$ cat src/rtl/noc_pkg.sv
// Shared definitions for the NoC node interface: header field layout,
// injector FSM encoding and the header-pack helper.
package noc_pkg;

  localparam int unsigned NOC_DATA_WIDTH = 32;
  localparam int unsigned NOC_ID_WIDTH   = 4;
  localparam int unsigned LEN_WIDTH      = 8;

  localparam int unsigned DEST_X_LSB = 0;
  localparam int unsigned DEST_Y_LSB = DEST_X_LSB + NOC_ID_WIDTH;
  localparam int unsigned SRC_X_LSB  = DEST_Y_LSB + NOC_ID_WIDTH;
  localparam int unsigned SRC_Y_LSB  = SRC_X_LSB + NOC_ID_WIDTH;
  localparam int unsigned LEN_LSB    = SRC_Y_LSB + NOC_ID_WIDTH;

  typedef enum logic [1:0] {
    IDLE = 2'd0,
    HDR  = 2'd1,
    BODY = 2'd2
  } inj_state_e;

  // Field offsets scale with id_width so nodes built with a non-default
  // coordinate width still produce a packed, LSB-first header.
  function automatic logic [NOC_DATA_WIDTH-1:0] pack_header(
    input int unsigned               id_width,
    input logic [NOC_DATA_WIDTH-1:0] dest_x,
    input logic [NOC_DATA_WIDTH-1:0] dest_y,
    input logic [NOC_DATA_WIDTH-1:0] src_x,
    input logic [NOC_DATA_WIDTH-1:0] src_y,
    input logic [LEN_WIDTH-1:0]      len
  );
    logic [NOC_DATA_WIDTH-1:0] mask;
    logic [NOC_DATA_WIDTH-1:0] hdr;
    mask = '1;
    mask = ~(mask << id_width);
    hdr  = '0;
    hdr  = hdr | (dest_x & mask);
    hdr  = hdr | ((dest_y & mask) << id_width);
    hdr  = hdr | ((src_x & mask) << (2 * id_width));
    hdr  = hdr | ((src_y & mask) << (3 * id_width));
    hdr  = hdr | (NOC_DATA_WIDTH'(len) << (4 * id_width));
    return hdr;
  endfunction

endpackage

$ cat src/rtl/noc_packet_injector_if.sv
// Core-side command/payload handshakes and router-side flit handshake of
// the packet injector, bundled as one interface.
interface noc_packet_injector_if #(
  parameter int unsigned DATA_WIDTH = 32,
  parameter int unsigned ID_WIDTH   = 4
);

  logic                  cmd_valid;
  logic                  cmd_ready;
  logic [ID_WIDTH-1:0]   cmd_dest_x;
  logic [ID_WIDTH-1:0]   cmd_dest_y;
  logic [7:0]            cmd_len;

  logic                  data_valid;
  logic                  data_ready;
  logic [DATA_WIDTH-1:0] data_in;

  logic                  sender_valid;
  logic                  sender_ready;
  logic [DATA_WIDTH-1:0] sender_flit;
  logic                  sender_is_header;
  logic                  sender_is_tail;

  modport master (
    input  cmd_valid, cmd_dest_x, cmd_dest_y, cmd_len,
    input  data_valid, data_in,
    input  sender_ready,
    output cmd_ready, data_ready,
    output sender_valid, sender_flit, sender_is_header, sender_is_tail
  );

  modport slave (
    output cmd_valid, cmd_dest_x, cmd_dest_y, cmd_len,
    output data_valid, data_in,
    output sender_ready,
    input  cmd_ready, data_ready,
    input  sender_valid, sender_flit, sender_is_header, sender_is_tail
  );

endinterface

$ cat src/rtl/noc_sync_fifo.sv
// Single-clock first-word-fall-through FIFO with full/empty/count status;
// shared by the injector and the receive-side ejector.
module noc_sync_fifo #(
  parameter int unsigned DATA_WIDTH = 32,
  parameter int unsigned FIFO_DEPTH = 8
) (
  input  logic                          clk,
  input  logic                          rst_n,
  input  logic                          wr_en,
  input  logic [DATA_WIDTH-1:0]         wr_data,
  input  logic                          rd_en,
  output logic [DATA_WIDTH-1:0]         rd_data,
  output logic                          full,
  output logic                          empty,
  output logic [$clog2(FIFO_DEPTH):0]   count
);

  localparam int unsigned AW = $clog2(FIFO_DEPTH);
  localparam logic [AW:0] FULL_COUNT = (AW+1)'(FIFO_DEPTH);

  logic [DATA_WIDTH-1:0] mem [FIFO_DEPTH];
  logic [AW-1:0]         wr_ptr;
  logic [AW-1:0]         rd_ptr;
  logic [AW:0]           cnt;
  logic                  do_wr;
  logic                  do_rd;

  assign full    = (cnt == FULL_COUNT);
  assign empty   = (cnt == '0);
  assign count   = cnt;
  assign rd_data = mem[rd_ptr];
  assign do_wr   = wr_en && !full;
  assign do_rd   = rd_en && !empty;

  always_ff @(posedge clk or negedge rst_n) begin
    if (!rst_n) begin
      wr_ptr <= '0;
      rd_ptr <= '0;
      cnt    <= '0;
    end else begin
      if (do_wr) wr_ptr <= wr_ptr + 1'b1;
      if (do_rd) rd_ptr <= rd_ptr + 1'b1;
      case ({do_wr, do_rd})
        2'b10:   cnt <= cnt + 1'b1;
        2'b01:   cnt <= cnt - 1'b1;
        default: cnt <= cnt;
      endcase
    end
  end

  // Storage is not reset; the cleared pointers make any stale contents unreachable.
  always_ff @(posedge clk) begin
    if (do_wr) mem[wr_ptr] <= wr_data;
  end

endmodule

$ cat src/rtl/noc_packet_injector.sv
// Builds wormhole packets (header + buffered payload, tail-marked last flit)
// for a router local port and counts completed packets.
module noc_packet_injector
  import noc_pkg::*;
#(
  parameter int unsigned DATA_WIDTH = 32,
  parameter int unsigned ID_WIDTH   = 4,
  parameter int unsigned X_ID       = 0,
  parameter int unsigned Y_ID       = 0,
  parameter int unsigned FIFO_DEPTH = 8
) (
  input  logic                  noc_clk,
  input  logic                  noc_rst_n,
  noc_packet_injector_if.master bus,
  output logic [7:0]            pkt_sent,
  output logic                  busy
);

  localparam int unsigned AW = $clog2(FIFO_DEPTH);

  inj_state_e            state, state_n;
  logic [LEN_WIDTH-1:0]  remaining, remaining_n;
  logic                  out_valid, out_valid_n;
  logic                  out_hdr, out_hdr_n;
  logic                  out_tail, out_tail_n;
  logic [DATA_WIDTH-1:0] out_flit, out_flit_n;
  logic [7:0]            pkt_cnt, pkt_cnt_n;
  logic                  cmd_ready_q, busy_q;

  logic                  fifo_rd;
  logic                  fifo_full;
  logic                  fifo_empty;
  logic [DATA_WIDTH-1:0] fifo_rd_data;
  logic [AW:0]           fifo_count;

  logic                  xfer;
  logic                  load;
  logic [NOC_DATA_WIDTH-1:0] hdr_word;

  noc_sync_fifo #(
    .DATA_WIDTH (DATA_WIDTH),
    .FIFO_DEPTH (FIFO_DEPTH)
  ) u_fifo (
    .clk     (noc_clk),
    .rst_n   (noc_rst_n),
    .wr_en   (bus.data_valid),
    .wr_data (bus.data_in),
    .rd_en   (fifo_rd),
    .rd_data (fifo_rd_data),
    .full    (fifo_full),
    .empty   (fifo_empty),
    .count   (fifo_count)
  );

  assign xfer     = out_valid && bus.sender_ready;
  assign hdr_word = pack_header(ID_WIDTH,
                                NOC_DATA_WIDTH'(bus.cmd_dest_x),
                                NOC_DATA_WIDTH'(bus.cmd_dest_y),
                                NOC_DATA_WIDTH'(X_ID),
                                NOC_DATA_WIDTH'(Y_ID),
                                bus.cmd_len);

  always_comb begin
    state_n     = state;
    remaining_n = remaining;
    out_valid_n = out_valid;
    out_flit_n  = out_flit;
    out_hdr_n   = out_hdr;
    out_tail_n  = out_tail;
    pkt_cnt_n   = pkt_cnt;
    fifo_rd     = 1'b0;
    load        = 1'b0;

    unique case (state)
      IDLE: begin
        if (cmd_ready_q && bus.cmd_valid) begin
          out_valid_n = 1'b1;
          out_flit_n  = DATA_WIDTH'(hdr_word);
          out_hdr_n   = 1'b1;
          out_tail_n  = (bus.cmd_len == '0);
          remaining_n = bus.cmd_len;
          state_n     = HDR;
        end
      end
      HDR: begin
        if (xfer) begin
          out_hdr_n   = 1'b0;
          out_valid_n = 1'b0;
          if (out_tail) begin
            out_tail_n = 1'b0;
            pkt_cnt_n  = pkt_cnt + 8'd1;
            state_n    = IDLE;
          end else begin
            state_n = BODY;
            load    = !fifo_empty;
          end
        end
      end
      BODY: begin
        if (xfer && out_tail) begin
          out_valid_n = 1'b0;
          out_tail_n  = 1'b0;
          pkt_cnt_n   = pkt_cnt + 8'd1;
          state_n     = IDLE;
        end else if (!out_valid || xfer) begin
          out_valid_n = 1'b0;
          load        = !fifo_empty;
        end
      end
      default: state_n = IDLE;
    endcase

    // The output register is refilled from the FIFO head in the same cycle
    // the previous flit leaves, so an unstalled packet streams without gaps.
    if (load) begin
      fifo_rd     = 1'b1;
      out_valid_n = 1'b1;
      out_flit_n  = fifo_rd_data;
      out_tail_n  = (remaining == 8'd1);
      remaining_n = remaining - 8'd1;
    end
  end

  always_ff @(posedge noc_clk or negedge noc_rst_n) begin
    if (!noc_rst_n) begin
      state       <= IDLE;
      remaining   <= '0;
      out_valid   <= 1'b0;
      out_flit    <= '0;
      out_hdr     <= 1'b0;
      out_tail    <= 1'b0;
      pkt_cnt     <= '0;
      cmd_ready_q <= 1'b0;
      busy_q      <= 1'b0;
    end else begin
      state       <= state_n;
      remaining   <= remaining_n;
      out_valid   <= out_valid_n;
      out_flit    <= out_flit_n;
      out_hdr     <= out_hdr_n;
      out_tail    <= out_tail_n;
      pkt_cnt     <= pkt_cnt_n;
      cmd_ready_q <= (state_n == IDLE);
      busy_q      <= (state_n != IDLE);
    end
  end

  assign bus.cmd_ready        = cmd_ready_q;
  assign bus.data_ready       = !fifo_full;
  assign bus.sender_valid     = out_valid;
  assign bus.sender_flit      = out_flit;
  assign bus.sender_is_header = out_hdr;
  assign bus.sender_is_tail   = out_tail;
  assign pkt_sent             = pkt_cnt;
  assign busy                 = busy_q;

  fifo_status_consistent: assert property (
    @(posedge noc_clk) disable iff (!noc_rst_n) fifo_empty == (fifo_count == '0)
  );

endmodule

$ cat src/flat_wrapper.sv
// flat-port wrapper written by rule: the top's interface ports become plain ports
module noc_packet_injector_flat import noc_pkg::*;
#(
  parameter int unsigned DATA_WIDTH = 32,
  parameter int unsigned ID_WIDTH   = 4,
  parameter int unsigned X_ID       = 0,
  parameter int unsigned Y_ID       = 0,
  parameter int unsigned FIFO_DEPTH = 8
)
  (noc_clk, noc_rst_n, pkt_sent, busy, bus_cmd_valid, bus_cmd_dest_x, bus_cmd_dest_y, bus_cmd_len, bus_data_valid, bus_data_in, bus_sender_ready, bus_cmd_ready, bus_data_ready, bus_sender_valid, bus_sender_flit, bus_sender_is_header, bus_sender_is_tail);
  noc_packet_injector_if #(.DATA_WIDTH(DATA_WIDTH), .ID_WIDTH(ID_WIDTH)) bus_i ();
  input  logic noc_clk;
  input  logic noc_rst_n;
  output logic [7:0] pkt_sent;
  output logic busy;
  input wire logic [$bits(bus_i.cmd_valid)-1:0] bus_cmd_valid;
  input wire logic [$bits(bus_i.cmd_dest_x)-1:0] bus_cmd_dest_x;
  input wire logic [$bits(bus_i.cmd_dest_y)-1:0] bus_cmd_dest_y;
  input wire logic [$bits(bus_i.cmd_len)-1:0] bus_cmd_len;
  input wire logic [$bits(bus_i.data_valid)-1:0] bus_data_valid;
  input wire logic [$bits(bus_i.data_in)-1:0] bus_data_in;
  input wire logic [$bits(bus_i.sender_ready)-1:0] bus_sender_ready;
  output wire logic [$bits(bus_i.cmd_ready)-1:0] bus_cmd_ready;
  output wire logic [$bits(bus_i.data_ready)-1:0] bus_data_ready;
  output wire logic [$bits(bus_i.sender_valid)-1:0] bus_sender_valid;
  output wire logic [$bits(bus_i.sender_flit)-1:0] bus_sender_flit;
  output wire logic [$bits(bus_i.sender_is_header)-1:0] bus_sender_is_header;
  output wire logic [$bits(bus_i.sender_is_tail)-1:0] bus_sender_is_tail;
  assign bus_i.cmd_valid = bus_cmd_valid;
  assign bus_i.cmd_dest_x = bus_cmd_dest_x;
  assign bus_i.cmd_dest_y = bus_cmd_dest_y;
  assign bus_i.cmd_len = bus_cmd_len;
  assign bus_i.data_valid = bus_data_valid;
  assign bus_i.data_in = bus_data_in;
  assign bus_i.sender_ready = bus_sender_ready;
  assign bus_cmd_ready = bus_i.cmd_ready;
  assign bus_data_ready = bus_i.data_ready;
  assign bus_sender_valid = bus_i.sender_valid;
  assign bus_sender_flit = bus_i.sender_flit;
  assign bus_sender_is_header = bus_i.sender_is_header;
  assign bus_sender_is_tail = bus_i.sender_is_tail;
  noc_packet_injector #(.DATA_WIDTH(DATA_WIDTH), .ID_WIDTH(ID_WIDTH), .X_ID(X_ID), .Y_ID(Y_ID), .FIFO_DEPTH(FIFO_DEPTH)) u_core (.noc_clk(noc_clk), .noc_rst_n(noc_rst_n), .bus(bus_i), .pkt_sent(pkt_sent), .busy(busy));
endmodule
$ cat config.mk
export PLATFORM = sky130hd
export DESIGN_NAME = noc_packet_injector_flat
export DESIGN_NICKNAME = d
export VERILOG_FILES = /design/src/rtl/noc_pkg.sv /design/src/rtl/noc_packet_injector_if.sv /design/src/rtl/noc_sync_fifo.sv /design/src/rtl/noc_packet_injector.sv /design/src/flat_wrapper.sv
export SDC_FILE = /design/constraint.sdc
export NUM_CORES = 1
export LEC_CHECK = 0
export CAP_MARGIN = 10
export CORE_UTILIZATION = 42
export DETAILED_ROUTE_END_ITERATION = 12
export PLACE_DENSITY = 0.64
export SLEW_MARGIN = 20
export SYNTH_ARGS = -nofsm -noshare
export SYNTH_HDL_FRONTEND = slang
export SYNTH_HIERARCHICAL = 1
export SYNTH_SLANG_ARGS = --single-unit
export TNS_END_PERCENT = 30
$ cat constraint.sdc
create_clock -name noc_clk -period 3.2 [get_ports noc_clk]
set_input_delay 0.64 -clock noc_clk [delete_from_list [all_inputs] [get_ports noc_clk]]
set_output_delay 0.64 -clock noc_clk [all_outputs]
set_load 0.02 [all_outputs]
**Word-level counts from Yosys, hierarchy flattened**

Memory sizes are Yosys's and may differ from the RTL's.
Cells that the tools add are included.

- Register bits after elaboration: 65
- Bits in latches: 0
- Memory bits (writable): 256
- Bits in read-only memories: 0
- Input port bits: 53
- Logic and storage cells: 95
- Memories: 1

Memories:

| name | depth | width | rd ports | clocked after memory_dff | wr ports | RTL line | text |
|---|---|---|---|---|---|---|---|
| u_core.u_fifo.mem | 8 | 32 | 1 | 0 | 1 | noc_sync_fifo.sv:21 | `logic [DATA_WIDTH-1:0] mem [FIFO_DEPTH];` |

- $add $sub $neg: 6
- $mul: 0
- Div/mod/pow operators: 0
- $lt $le $gt $ge: 0
- Eq/ne operators: 14
- Shift-type cells: 0
- Muxes and demuxes: 35
- Bitwise operators: 2
- Reduce and logical (&&, ||, !) cells: 25

Operator list:

| cell | number |
|---|---|
| $mux W32 | 3 |
| $mux W8 | 6 |
| $or A32 B24 Y32 | 1 |
| $pmux W8 S2 | 1 |
| $mux W1 | 15 |
| $reduce_and A4 Y1 | 3 |
| $reduce_bool A2 Y1 | 6 |
| $ne A3 B1 Y1 const B | 3 |
| $add A8 B1 Y8 const B | 1 |
| $eq A8 B1 Y1 const B | 1 |
| $logic_not A8 Y1 | 1 |
| $mux W2 | 4 |
| $ne A2 B1 Y1 const B | 4 |
| $or A4 B8 Y8 | 1 |
| $pmux W4 S2 | 1 |
| $sub A8 B1 Y8 const B | 1 |
| $add A3 B1 Y3 const B | 2 |
| $pmux W1 S3 | 2 |
| $pmux W2 S3 | 1 |
| $logic_and A1 B1 Y1 | 5 |
| $add A4 B1 Y4 const B | 1 |
| $eq A2 B1 Y1 const B | 2 |
| $eq A2 B2 Y1 const B | 2 |
| $eq A4 B4 Y1 const B | 1 |
| other kinds (10) | 14 |

**Longest topological paths before layout**

Gate-level depths: netlist (run 1).

- Word-level depth: 9
- Depth in mapped cells: 15
- Depth with buffers taken out: 12

**By module**

The synthesis (run 1) kept the hierarchy.

By module, submodules not included:

| module | times used | cells an instance | area each (µm²) | seq. area each (µm²) |
|---|---|---|---|---|
| noc_sync_fifo | 1 | 437 | 10,372.4 | 7,937.6 |
| noc_packet_injector | 1 | 270 | 2,702.6 | 1,376.3 |

**Worst setup path before layout (run 1)**

No wires, ideal clock.

- Path type: reg-to-reg
- Start: register u_core.u_fifo.cnt[3], in the netlist u_core/u_fifo/count[3]
- End: memory u_core.u_fifo.mem[0][0], enable pin
- Library setup time: 461 ps
- Arrival: 2,984 ps
- Path slack: -245 ps
- Stages on the path, launching flop included: 4
- Clock period less this slack: 3,445 ps
- Cell sequence: dfrtp_1 > or4b_4 > nand3b_1 > nor3_1

- Cells in the longest elaborated chain, start to end: 5

RTL lines:

| element | RTL line | text |
|---|---|---|
| start, declared | noc_sync_fifo.sv:24 | `logic [AW:0] cnt;` |
| start signal, assigned | noc_sync_fifo.sv:44 | `2'b10: cnt <= cnt + 1'b1;` |
| start signal, assigned | noc_sync_fifo.sv:45 | `2'b01: cnt <= cnt - 1'b1;` |
| start signal, assigned | noc_sync_fifo.sv:46 | `default: cnt <= cnt;` |
| $eq A4 B4 Y1 | noc_sync_fifo.sv:28 | `assign full = (cnt == FULL_COUNT);` |
| $logic_not A1 Y1 | noc_sync_fifo.sv:32 | `assign do_wr = wr_en && !full;` |
| $logic_and A1 B1 Y1 | noc_sync_fifo.sv:32 |  |
| $mux W1 | noc_sync_fifo.sv:53 | `if (do_wr) mem[wr_ptr] <= wr_data;` |
| $mux W1 (implied by the code) | noc_sync_fifo.sv:53 |  |
| end, declared | noc_sync_fifo.sv:21 |  |

Every way passes these cells.

**Worst setup path in the final report (run 1)**

- Start: register u_core.state[1]
- End: register u_core.u_fifo.cnt[3], in the netlist u_core/u_fifo/count[3]

- Cells in the longest elaborated chain, start to end: 6

RTL lines:

| element | RTL line | text |
|---|---|---|
| start, declared | noc_packet_injector.sv:21 | `inj_state_e state, state_n;` |
| start signal, assigned | noc_packet_injector.sv:136 | `state <= state_n;` |
| $eq A2 B2 Y1 / $eq A2 B1 Y1 (equally long branches) | noc_packet_injector.sv:74 | `unique case (state)` |
| $pmux W1 S2 (*) | noc_packet_injector.sv:74 |  |
| $mux W1 (*) | noc_packet_injector.sv:115 | `if (load) begin` |
| $logic_and A1 B1 Y1 (*) | noc_sync_fifo.sv:33 | `assign do_rd = rd_en && !empty;` |
| net u_core.u_fifo.do_rd | noc_sync_fifo.sv:26 | `logic do_rd;` |
| $eq A2 B1 Y1 / $eq A2 B2 Y1 (equally long branches) | noc_sync_fifo.sv:43 | `case ({do_wr, do_rd})` |
| $pmux W4 S2 / $reduce_bool A2 Y1 (equally long branches) | - |  |

The timed path passes the listed nets; every way through them passes the cells marked *.
A chain may end at the register's enable or synchronous reset.

==> results of run 1 <==
==> metal layers <==
layer	global-route usage	routed length, um	vias up
met4	0.0431	350	4
met5	0	31	-
met3	0.0335	1490	34
li1	-	-	3069
met1	0.236	11600	3495
met2	0.284	12600	166
==> placed cells by master (no fill, tap or decap), types with 3 or more instances in the layout <==
cell type        netlist  final
buf_4                  2     23
nor4_1                 3      3
nor2_4                 0      6
nand3_1               10      9
nor3b_1                4      4
a21oi_1                7      7
inv_1                 15     15
clkinv_2               0      6
xnor2_1               10     10
xor2_1                 3      3
clkdlybuf4s50_1        0     97
mux4_1                22     22
nand2_1               59     59
clkinv_1               0      4
a211oi_1               4      4
nand2b_1               3      3
mux4_2                42     42
buf_12                 4      7
nor2_1                11      5
edfxtp_1             256    256
mux2_2                37     37
clkbuf_16              0     35
a221o_1                4      4
and3_1                 3      3
ha_1                  12     12
clkbuf_1              12      6
dfrtp_1               65     62
nor3_1                 9      7
bufinv_16              0      5
o21ai_0               40     40
mux2i_1               21     21
==> per-stage QoR <==
stage               setup slack [ns]  power [mW]  setup TNS, ns  hold WS [ns]  instance area [um^2]
floorplan                     -0.244        8.78          -7.86         0.344                 13100
global placement              0.0123        10.2              0         0.465                 14700
detailed placement            -0.103        10.3         -0.103         0.466                 14700
CTS                            0.268        14.3              0         0.305                 15800
global route                  0.0987        14.8              0         0.352                 15800
finish                         0.258        14.1              0         0.282                 15800
==> cells in the mapped netlist, types with 3 or more instances <==
library cell,count,share of area
ha_1,12,0.011
inv_1,15,0.0043
buf_1,4,0.0011
xor2_1,3,0.0020
nor3_1,9,0.0034
buf_12,4,0.0061
o21ai_0,40,0.015
mux4_2,42,0.072
a221o_1,4,0.0031
nand3_1,10,0.0038
buf_6,3,0.0026
nor2_1,11,0.0032
nand2b_1,3,0.0014
buf_2,8,0.0031
and3_1,3,0.0014
xnor2_1,10,0.0067
dfrtp_1,65,0.12
nor3b_1,4,0.0023
clkbuf_1,12,0.0034
a21oi_1,7,0.0027
nand2_1,59,0.017
edfxtp_1,256,0.59
mux4_1,22,0.044
mux2i_1,21,0.016
nor4_1,3,0.0014
mux2_2,37,0.032
a211oi_1,4,0.0023
==> power groups by stage <==
stage	sequential, mW	clock (mW)	combinational [mW]
CTS	5.90	4.09	4.30
floorplan	5.98	0	2.80
global placement	5.96	0	4.23
finish	5.88	4.00	4.22
global route	5.98	4.25	4.60
detailed placement	5.97	0	4.29
==> path summary, 6_finish.rpt <==
kind                                                start                                      to  slack, ns  cells after the start
hold reg to reg            u_core/pkt_sent[7]$_DFFE_PN0P_          u_core/pkt_sent[7]$_DFFE_PN0P_       0.47                      1
hold / removal                                  noc_rst_n  u_core/bus.sender_flit[27]$_DFFE_PN0P_       0.28                      1
setup / recovery                u_core/state[1]$_DFF_PN0_      u_core/u_fifo/count[3]$_DFFE_PN0P_       0.26                     12
max in group asynchronous                       noc_rst_n     u_core/u_fifo/rd_ptr[0]$_DFFE_PN0P_       2.22                      1
setup reg to reg                u_core/state[1]$_DFF_PN0_      u_core/u_fifo/count[3]$_DFFE_PN0P_       0.26                     12
min in group noc_clk       u_core/pkt_sent[7]$_DFFE_PN0P_          u_core/pkt_sent[7]$_DFFE_PN0P_       0.47                      1
==> final cells by class <==
class	instances	area, um^2
Clock buffer	43	926
Clock inverter	17	211
Fill cell	2480	14800
Inverter	17	68.8
Multi-Input combinational cell	335	3510
Sequential cell	321	9320
Tap cell	396	495
Timing Repair Buffer	127	1280
==> flip-flops by register name, summed over array words and instances (netlist names) <==
signal and flops:
u_core/u_fifo/count 4, u_core/state 2, u_core/bus.sender_is_header 1, u_core/bus.sender_valid 1, u_core/u_fifo/rd_ptr 3, u_core/pkt_sent 8, u_core/u_fifo/mem 256, u_core/bus.sender_is_tail 1
u_core/bus.sender_flit 32, u_core/busy 1, u_core/u_fifo/wr_ptr 3, u_core/bus.cmd_ready 1, u_core/remaining 8
==> cells by family after synthesis <==
| logic type | after synthesis | share of synthesized area |
|---|---|---|
| compound gates | 72 | 0.0355 |
| flops | 321 | 0.712 |
| simple gates | 114 | 0.0412 |
| mux | 123 | 0.165 |
| fa+ha+maj | 13 | 0.0130 |
| buf+inv | 51 | 0.0239 |
| xor+xnor | 13 | 0.00871 |
==> qor.csv, run 1 <==
stage;metric;value;unit
clock_network;cts_resized;0;
synth;ys_async_sr_fraction;0.202;
timing;fmax;340;MHz
place;dp_cells;1196;
timing;relSlewSlack;0.379;
drt;routed_wl;26.1;mm
clock_network;cts-htree-levels;2;
clock_network;cts_root_buf;clkbuf_16;
floorplanning;fp.dieH;178;um
layout;syn_to_final_growth;21.0;%
drt;ant_nets;0;
grt;antenna_found_initial;2;
worst_setup_path;crit_buf_inv;3;
timing;hold_viol_final;0;
worst_setup_path;critPathSlowestCell;or4b_1;
drt;drt_iter0_markers;526;
clock_network;post_cts_buffers;0;
worst_setup_path;slowest_delay;0.52;ns
timing;finalCritPeriodShare;0.919;
timing;setup_viol;0;
synth;yosysSeqAreaShare;0.712;
layout;fin_util;0.517;
synth;ys.flop_type;edfxtp_1;
power_and_ir_drop;ir_drop;0.410;mV
layout;nNetsFinal;902;
power_and_ir_drop;seq_power_share;0.417;
power_and_ir_drop;p_comb_frac;0.299;
grt;grt_max_degree;66;
power_and_ir_drop;power.leakage;5.53;nW
floorplanning;dieWidth;178;um
drt;drt_pass1_iterations;4;
drt;drc;0;
grt;grt_pass1_wl;40.8;mm
timing;drv_slew;0;
worst_setup_path;end_kind;flip-flop;
floorplanning;core_area;30600;um^2
clock_network;cts_tree;built;
power_and_ir_drop;p_clk_frac;0.284;
flow_run;maxCapViolCount;0;
power_and_ir_drop;power_switching;4.18;mW
layout;finalNonFillerCells;1256;
clock_network;cts_sinks;321;
floorplanning;die_area;31800;um^2
drt;wire_per_inst;20.8;um
synth;synth-edff-count;256;
floorplanning;initial_utilization;0.427;
timing;worstMarginPinSlew;0.931;ns
place;gp_congestion;0.818;
worst_setup_path;cpLargestDelayFamily;compound AO/OA/AOI/OAI gates;
clock_network;cts_buffers;34;
place;numPortBuffers;98;
worst_setup_path;required;3.57;ns
worst_setup_path;worstPathArrival;3.31;ns
grt;gr-usage-all-layers;0.172;
min_path;min_path_type;in -> async;
timing;finalCriticalPeriod;2.94;ns
synth;avgSynthCellArea;18.5;um^2
synth;ys_ff_latch;321;
grt;grt_pass1_vias;7043;
drt;viasPerCell;5.39;
synth;synth_area;13100;um^2
power_and_ir_drop;power_switching_share;0.297;
floorplanning;rows;64;
clock_network;clock_path_buffers;3;
layout;drive_gt1_frac;0.208;
synth;syn-num-nets;773;
worst_setup_path;crit_path_frequent_cell;ha_1;
timing;clock_skew;0.0205;ns
timing;rsz0062_at_grt;false;
power_and_ir_drop;power.density;892;nW/um^2
synth;yosys_warnings;6;
place;place_hpwl;15.7;mm
clock_network;clkTransAtPathRegs;0.06;ns
worst_setup_path;critPathMaxFanout;5;
clock_network;clk_latency;0.51;ns
synth;synth_cell_types;57;
worst_setup_path;crit_path_start_kind;flip-flop;
power_and_ir_drop;power.internal;9.92;mW
drt;vias;6768;
status;status;finished, final reports clean;
clock_network;cts-hold-fix-buffers;0;
worst_setup_path;critical_path_class;reg -> reg;
layout;diodes;0;
worst_setup_path;crit_chain;inv_1 -> ha_1 -> a21oi_1 -> a2111o_1 -> clkinv_4 -> o41ai_2 -> inv_2 -> ha_1 -> ha_1 -> or4b_1 -> o311ai_0 -> o211ai_1;
floorplanning;io_pins;99;
grt;overflow;0;
synth;synth_cells;707;
No activity file was read; power rests on OpenSTA's default activity.
==> inputs of run 2 (changes only) <==
CELL_PAD_IN_SITES_DETAIL_PLACEMENT = 1   (was not set)
CELL_PAD_IN_SITES_GLOBAL_PLACEMENT = 1   (was not set)
GPL_TIMING_DRIVEN = 0   (was not set)
PLACE_DENSITY = 0.72   (was 0.64)
==> run 2 against run 1 <==
Effect of this change:
- via count up 5.9%
- sequential share of layout area down 1.6 points
- critical path depth up 2
- routed wire length up 21%
- utilization up 1.4 points
- fmax down 4.6%
- combinational power up 16%
- final cell count up 2.5%
- global-route usage up 3.4 points
- first-iteration DRC count down 3.4%
- total power up 5.1%
- largest cell class unchanged
==> qor.csv, run 2 (synthesis gave the netlist of run 1 again) <==
stage;metric;value;unit
place;place_area;15000;um^2
grt;grt_max_degree;43;
layout;drive_gt1_frac;0.224;
clock_network;cts-htree-levels;2;
clock_network;clk_latency;0.51;ns
worst_setup_path;reg2reg_to;u_core/u_fifo/count[3]$_DFFE_PN0P_;
worst_setup_path;crit_path_frequent_cell;ha_4;
clock_network;cts-hold-fix-buffers;0;
drt;viasPerCell;5.56;
floorplanning;io_pins;99;
drt;drt_iter0_markers;508;
layout;regArea;9320;um^2
worst_setup_path;critPathMaxFanout;9;
drt;ant_nets;0;
timing;worst_slack;0.115;ns
floorplanning;core_area;30600;um^2
timing;relSlewSlack;0.360;
worst_setup_path;crit_path_start_kind;flip-flop;
worst_setup_path;critPathSlowestCell;or4b_1;
timing;fmax;324;MHz
clock_network;cts_root_buf;clkbuf_16;
drt;routed_wl;31.7;mm
timing;tns;0;ns
place;dp_slack;-1.22;ns
timing;drv_slew;0;
floorplanning;die_area;31800;um^2
timing;worstMarginPinSlew;0.960;ns
timing;hold_viol_final;0;
grt;gr-usage-all-layers;0.207;
grt;met2_usage;0.348;
worst_setup_path;crit_buf_inv;5;
clock_network;clkTransAtPathRegs;0.06;ns
drt;drt_pass1_iterations;4;
timing;setup_viol;0;
layout;nFillCells;2799;
worst_setup_path;slowest_delay;0.52;ns
drt;drc;0;
grt;grt_pass1_vias;7705;
worst_setup_path;worstPathArrival;3.46;ns
timing;finalCriticalPeriod;3.09;ns
clock_network;cts_buffers;35;
worst_setup_path;cpLargestDelayFamily;compound AO/OA/AOI/OAI gates;
drt;wire_per_inst;24.6;um
timing;finalCritPeriodShare;0.964;
worst_setup_path;required;3.58;ns
worst_setup_path;crit_chain;buf_4 -> ha_4 -> a21oi_1 -> a2111o_1 -> buf_6 -> clkinv_4 -> buf_12 -> o41ai_4 -> inv_2 -> ha_4 -> ha_2 -> or4b_1 -> o311ai_0 -> o211ai_1;
place;numPortBuffers;98;
layout;finalInstanceArea;16300;um^2
status;status;finished, final reports clean;
place;gp_congestion;0.745;
min_path;min_path_type;in -> async;
grt;antenna_found_initial;3;
grt;overflow;0;
layout;multiInputGateArea;3570;um^2
power_and_ir_drop;power.density;912;nW/um^2
grt;grt_use_met3;0.0362;
grt;grt_pass1_wl;47.7;mm
worst_setup_path;rrSetupSlack;0.11;ns
worst_setup_path;reg2regPathDepth;14;
layout;finalNonFillerCells;1288;
clock_network;clock_path_buffers;3;
timing;holdWs;0.0458;ns
flow_run;maxCapViolCount;0;
clock_network;cts_sinks;321;
power_and_ir_drop;power.leakage;5.71;nW
floorplanning;fp.dieH;178;um
worst_setup_path;end_kind;flip-flop;
layout;layout_commonest_cell;edfxtp_1;
timing;clock_skew;0.0145;ns
floorplanning;rows;64;
grt;grt_util_met1;0.272;
timing;rsz0062_at_grt;false;
layout;fin_util;0.532;
layout;nNetsFinal;931;
drt;vias;7166;
layout;final_cell_mix;edfxtp_1 (256), clkdlybuf4s50_1 (96), dfrtp_1 (64);
floorplanning;initial_utilization;0.427;
worst_setup_path;r2r-start;u_core/state[0]$_DFF_PN0_;
place;place_hpwl;20.6;mm
place;dp_cells;1219;
layout;top_register;u_core/u_fifo/mem;
layout;syn_to_final_growth;24.4;%
layout;largest_reg_flops;256;
clock_network;cts_tree;built;
worst_setup_path;critical_path_class;reg -> reg;
power_and_ir_drop;ir_drop;0.557;mV
grt;grt.busiest_layer;met2;
floorplanning;dieWidth;178;um
power_and_ir_drop;power.total;14.8;mW
-- run 2: what timing repair did --
action,4_1_cts,5_1_grt
buffers inserted,2,4
endpoints found under the setup margin,3,1
gates resized for setup,5,8
-- run 2: worst reg2reg max path: cells and delay by family (launching register included) --
| kind | cells | cell delay (ns) |
|---|---|---|
| compound gates | 5 | 0.81 |
| buf+inv | 5 | 0.63 |
| fa+ha+maj | 3 | 0.62 |
| simple gates | 1 | 0.52 |
| flops | 1 | 0.37 |
-- run 2: metal layers --
metal | vias up | wire (um)
met1 | 3783 | 13500
li1 | 3131 | -
met5 | - | 27
met3 | 61 | 1570
met4 | 4 | 789
met2 | 187 | 15800
-- run 2: how the worst max path moves through the flow --
stage	startpoint	end	slack, ns	depth (start not counted)
floorplan	u_core/u_fifo/count[3]$_DFFE_PN0P_	u_core/u_fifo/mem[1][0]$_DFFE_PP_	-0.24	3
global placement	bus_data_valid	u_core/u_fifo/mem[1][6]$_DFFE_PP_	-3.15	3
detailed placement	bus_sender_ready	u_core/u_fifo/count[3]$_DFFE_PN0P_	-1.22	14
CTS	u_core/state[1]$_DFF_PN0_	u_core/u_fifo/count[3]$_DFFE_PN0P_	0.007	14
global route	u_core/state[1]$_DFF_PN0_	u_core/u_fifo/count[3]$_DFFE_PN0P_	0.02	14
finish	u_core/state[0]$_DFF_PN0_	u_core/u_fifo/count[3]$_DFFE_PN0P_	0.11	14
-- run 2: cell type report --
class,instances,share of cell area
buffer,33,0.0148
antenna,1,0.000154
clock buffer,49,0.0628
sequential,321,0.573
tap,396,0.0305
timing repair buffer,122,0.0846
multi-input combinational,335,0.219
clock inverter,14,0.0107
inverter,17,0.00423
-- run 2: power breakdown --
| group | switching (mW) | internal [mW] |
|---|---|---|
| clock network | 1.60 | 2.55 |
| registers | 0.401 | 5.37 |
| logic | 2.57 | 2.33 |
==> inputs of run 3 (changes only) <==
ABC_AREA = 1   (was not set)
ABC_CLOCK_PERIOD_IN_PS = 3200   (was not set)
PLACE_DENSITY = 0.78   (was 0.72)
REMOVE_ABC_BUFFERS = 1   (was not set)
==> run 3 against run 2 <==
Effect of this change:
- clock skew increased by 0.013 ns
- via count increased by 46%
- total power decreased by 29%
- critical endpoint unchanged
==> qor.csv, run 3 <==
stage;metric;value;unit
place;gp_congestion;0.800;
worst_setup_path;crit_path_start_kind;primary input;
clock_network;cts_root_buf;clkbuf_16;
grt;grt.busiest_layer;met2;
worst_setup_path;critPathMaxFanout;39;
layout;top_register;u_core/u_fifo/mem;
synth;yosysMostFrequentCell;nand2_1;
worst_setup_path;reg2reg_to;u_core/u_fifo/count[3]$_DFFE_PN0P_;
synth;synth_area_leaders;edfxtp_1 (54%), nand2_1 (14%), dfrtp_1 (11%), nor2_1 (7.3%), inv_1 (4.3%);
layout;layout_commonest_cell;nand2_1;
worst_setup_path;rrSetupSlack;0.25;ns
worst_setup_path;end_kind;flip-flop;
clock_network;cts_sinks;321;
grt;grt_util_met1;0.259;
layout;largest_reg_flops;256;
grt;grt_pass1_vias;11100;
timing;relSlewSlack;0.417;
synth;synth-edff-count;256;
timing;holdWs;0.0361;ns
drt;routed_wl;38.3;mm
clock_network;clock_path_buffers;3;
power_and_ir_drop;power_switching_share;0.252;
power_and_ir_drop;seq_power_share;0.494;
power_and_ir_drop;power.internal;7.88;mW
drt;drt_pass1_iterations;5;
timing;tns;0;ns
drt;drc;0;
worst_setup_path;r2r-start;u_core/u_fifo/count[0]$_DFFE_PN0P_;
timing;worstMarginPinSlew;0.873;ns
clock_network;cts_buffers;37;
layout;fin_util;0.515;
drt;vias;10400;
timing;worst_slack;0.231;ns
floorplanning;fp.dieH;187;um
synth;avgSynthCellArea;9.53;um^2
floorplanning;die_area;34800;um^2
worst_setup_path;reg2regPathDepth;17;
power_and_ir_drop;p_comb_frac;0.119;
floorplanning;io_pins;99;
layout;finalNonFillerCells;2110;
grt;overflow;0;
synth;yosys_warnings;6;
layout;regArea;9320;um^2
grt;grt_pass1_wl;59.5;mm
clock_network;clk_latency;0.53;ns
timing;finalCriticalPeriod;2.97;ns
synth;synth_largest_area_cell;edfxtp_1;
place;place_area;16000;um^2
timing;fmax;337;MHz
floorplanning;dieWidth;187;um
layout;syn_to_final_growth;20.6;%
timing;hold_viol_final;0;
synth;synth_top_area_frac;0.537;
synth;synth_top_cells_by_count;nand2_1 (547), nor2_1 (278), edfxtp_1 (256);
worst_setup_path;worstPathArrival;3.37;ns
floorplanning;initial_utilization;0.427;
place;numPortBuffers;98;
min_path;min_path_type;in -> async;
synth;ys_async_sr_fraction;0.202;
grt;grt_use_met3;0.0307;
power_and_ir_drop;power.density;610;nW/um^2
layout;nNetsFinal;1698;
grt;antenna_found_initial;1;
grt;met2_usage;0.412;
synth;synth_cell_types;32;
floorplanning;core_area;33500;um^2
floorplanning;rows;67;
power_and_ir_drop;power_switching;2.65;mW
synth;synth_area;14300;um^2
synth;yosysSeqAreaShare;0.651;
worst_setup_path;startpoint;bus_sender_ready;
power_and_ir_drop;p_clk_frac;0.387;
clock_network;cts_tree;built;
place;dp_cells;2038;
layout;final_cell_mix;nand2_1 (546), nor2_1 (277), edfxtp_1 (256);
worst_setup_path;required;3.60;ns
synth;ys_ff_latch;321;
place;place_hpwl;24.3;mm
drt;ant_nets;0;
timing;drv_slew;0;
grt;gr-usage-all-layers;0.221;
flow_run;maxCapViolCount;0;
power_and_ir_drop;power.total;10.5;mW
drt;drt_iter0_markers;586;
place;dp_slack;-1.08;ns
drt;wire_per_inst;18.2;um
worst_setup_path;critical_path_class;in -> reg;
power_and_ir_drop;ir_drop;0.307;mV
layout;nFillCells;3756;
status;status;finished, final reports clean;
layout;finalInstanceArea;17300;um^2
timing;setup_viol;0;
grt;grt_max_degree;83;
worst_setup_path;endpoint;u_core/u_fifo/count[3]$_DFFE_PN0P_;
timing;clock_skew;0.0278;ns
synth;ys.flop_type;edfxtp_1;
layout;multiInputGateArea;4030;um^2
synth;synth_cells;1503;
drt;viasPerCell;4.95;
clock_network;cts-htree-levels;2;
layout;drive_gt1_frac;0.0783;
timing;rsz0062_at_grt;false;
power_and_ir_drop;power.leakage;7.37;nW
timing;finalCritPeriodShare;0.928;
clock_network;clkTransAtPathRegs;0.05;ns
-- run 3: power by group through the flow --
stage               Sequential [mW]  Clock [mW]  Combinational [mW]
floorplan                      5.26           0               0.605
global placement               5.33           0               0.981
detailed placement             5.28           0                1.24
CTS                            5.21        4.17                1.26
global route                   5.24        4.33                1.39
finish                         5.20        4.08                1.25
-- run 3: how the worst min path moves through the flow --
stage | from | end | slack, ns | cells after the start
2_1_floorplan | noc_rst_n | u_core/bus.cmd_ready$_DFF_PN0_ | 0.34 | 0
3_3_place_gp | u_core/bus.sender_flit[15]$_DFFE_PN0P_ | u_core/bus.sender_flit[15]$_DFFE_PN0P_ | 0.46 | 2
3_5_place_dp | u_core/bus.sender_flit[14]$_DFFE_PN0P_ | u_core/bus.sender_flit[14]$_DFFE_PN0P_ | 0.46 | 2
4_1_cts | noc_rst_n | u_core/bus.sender_flit[28]$_DFFE_PN0P_ | 0.02 | 1
5_1_grt | noc_rst_n | u_core/bus.sender_flit[28]$_DFFE_PN0P_ | 0.03 | 1
6_report | noc_rst_n | u_core/bus.sender_flit[29]$_DFFE_PN0P_ | 0.04 | 1
-- run 3: metal layers --
metal / routed length [um] / part of all wire
met1: 15600 / 0.41
met3: 1730 / 0.045
met5: 0 / 0
met2: 20000 / 0.52
met4: 995 / 0.026
-- run 3: cells by family (layout without fill, tap and decap cells) --
logic type / count (synthesis) / after routing / synth area share
xor gates and xnor gates: 15 / 15 / 0.00918
AOI/OAI and AO/OA: 38 / 38 / 0.0152
DFF: 321 / 321 / 0.651
adders and majority gates: 13 / 13 / 0.0119
and+or+nand+nor: 888 / 889 / 0.240
other: 0 / 1 / 0
buffers and inverters: 228 / 385 / 0.0727
-- run 3: timing repair --
action / in CTS / in global routing
setup buffers: 0 / 2
endpoints found under the hold margin: 0 / 0
hold buffers: 0 / 0
gates resized for setup: 4 / 6
pin swaps: 0 / 1
cloned: 0 / 1
setup endpoints to repair: 4 / 3
-- run 3: cell type report --
type,count,share of cell area
tap,448,0.0325
clock buffer,55,0.0599
clock inverter,13,0.00797
antenna,1,0.000145
sequential,321,0.540
inverter,168,0.0383
timing repair buffer,149,0.0878
multi-input combinational,955,0.234
-- run 3: critical path, cell delays in order --
cell	delay, ns
clkdlybuf4s50_1	0.53
inv_2	0.05
nand2_1	0.07
nand2_1	0.11
o21ai_4	0.35
nand2_8	0.16
clkinv_16	0.18
nand2_2	0.11
inv_1	0.09
ha_1	0.23
ha_1	0.28
or2_2	0.32
nand2_1	0.07
nand2_1	0.04
nand3_1	0.06
nand2_1	0.05
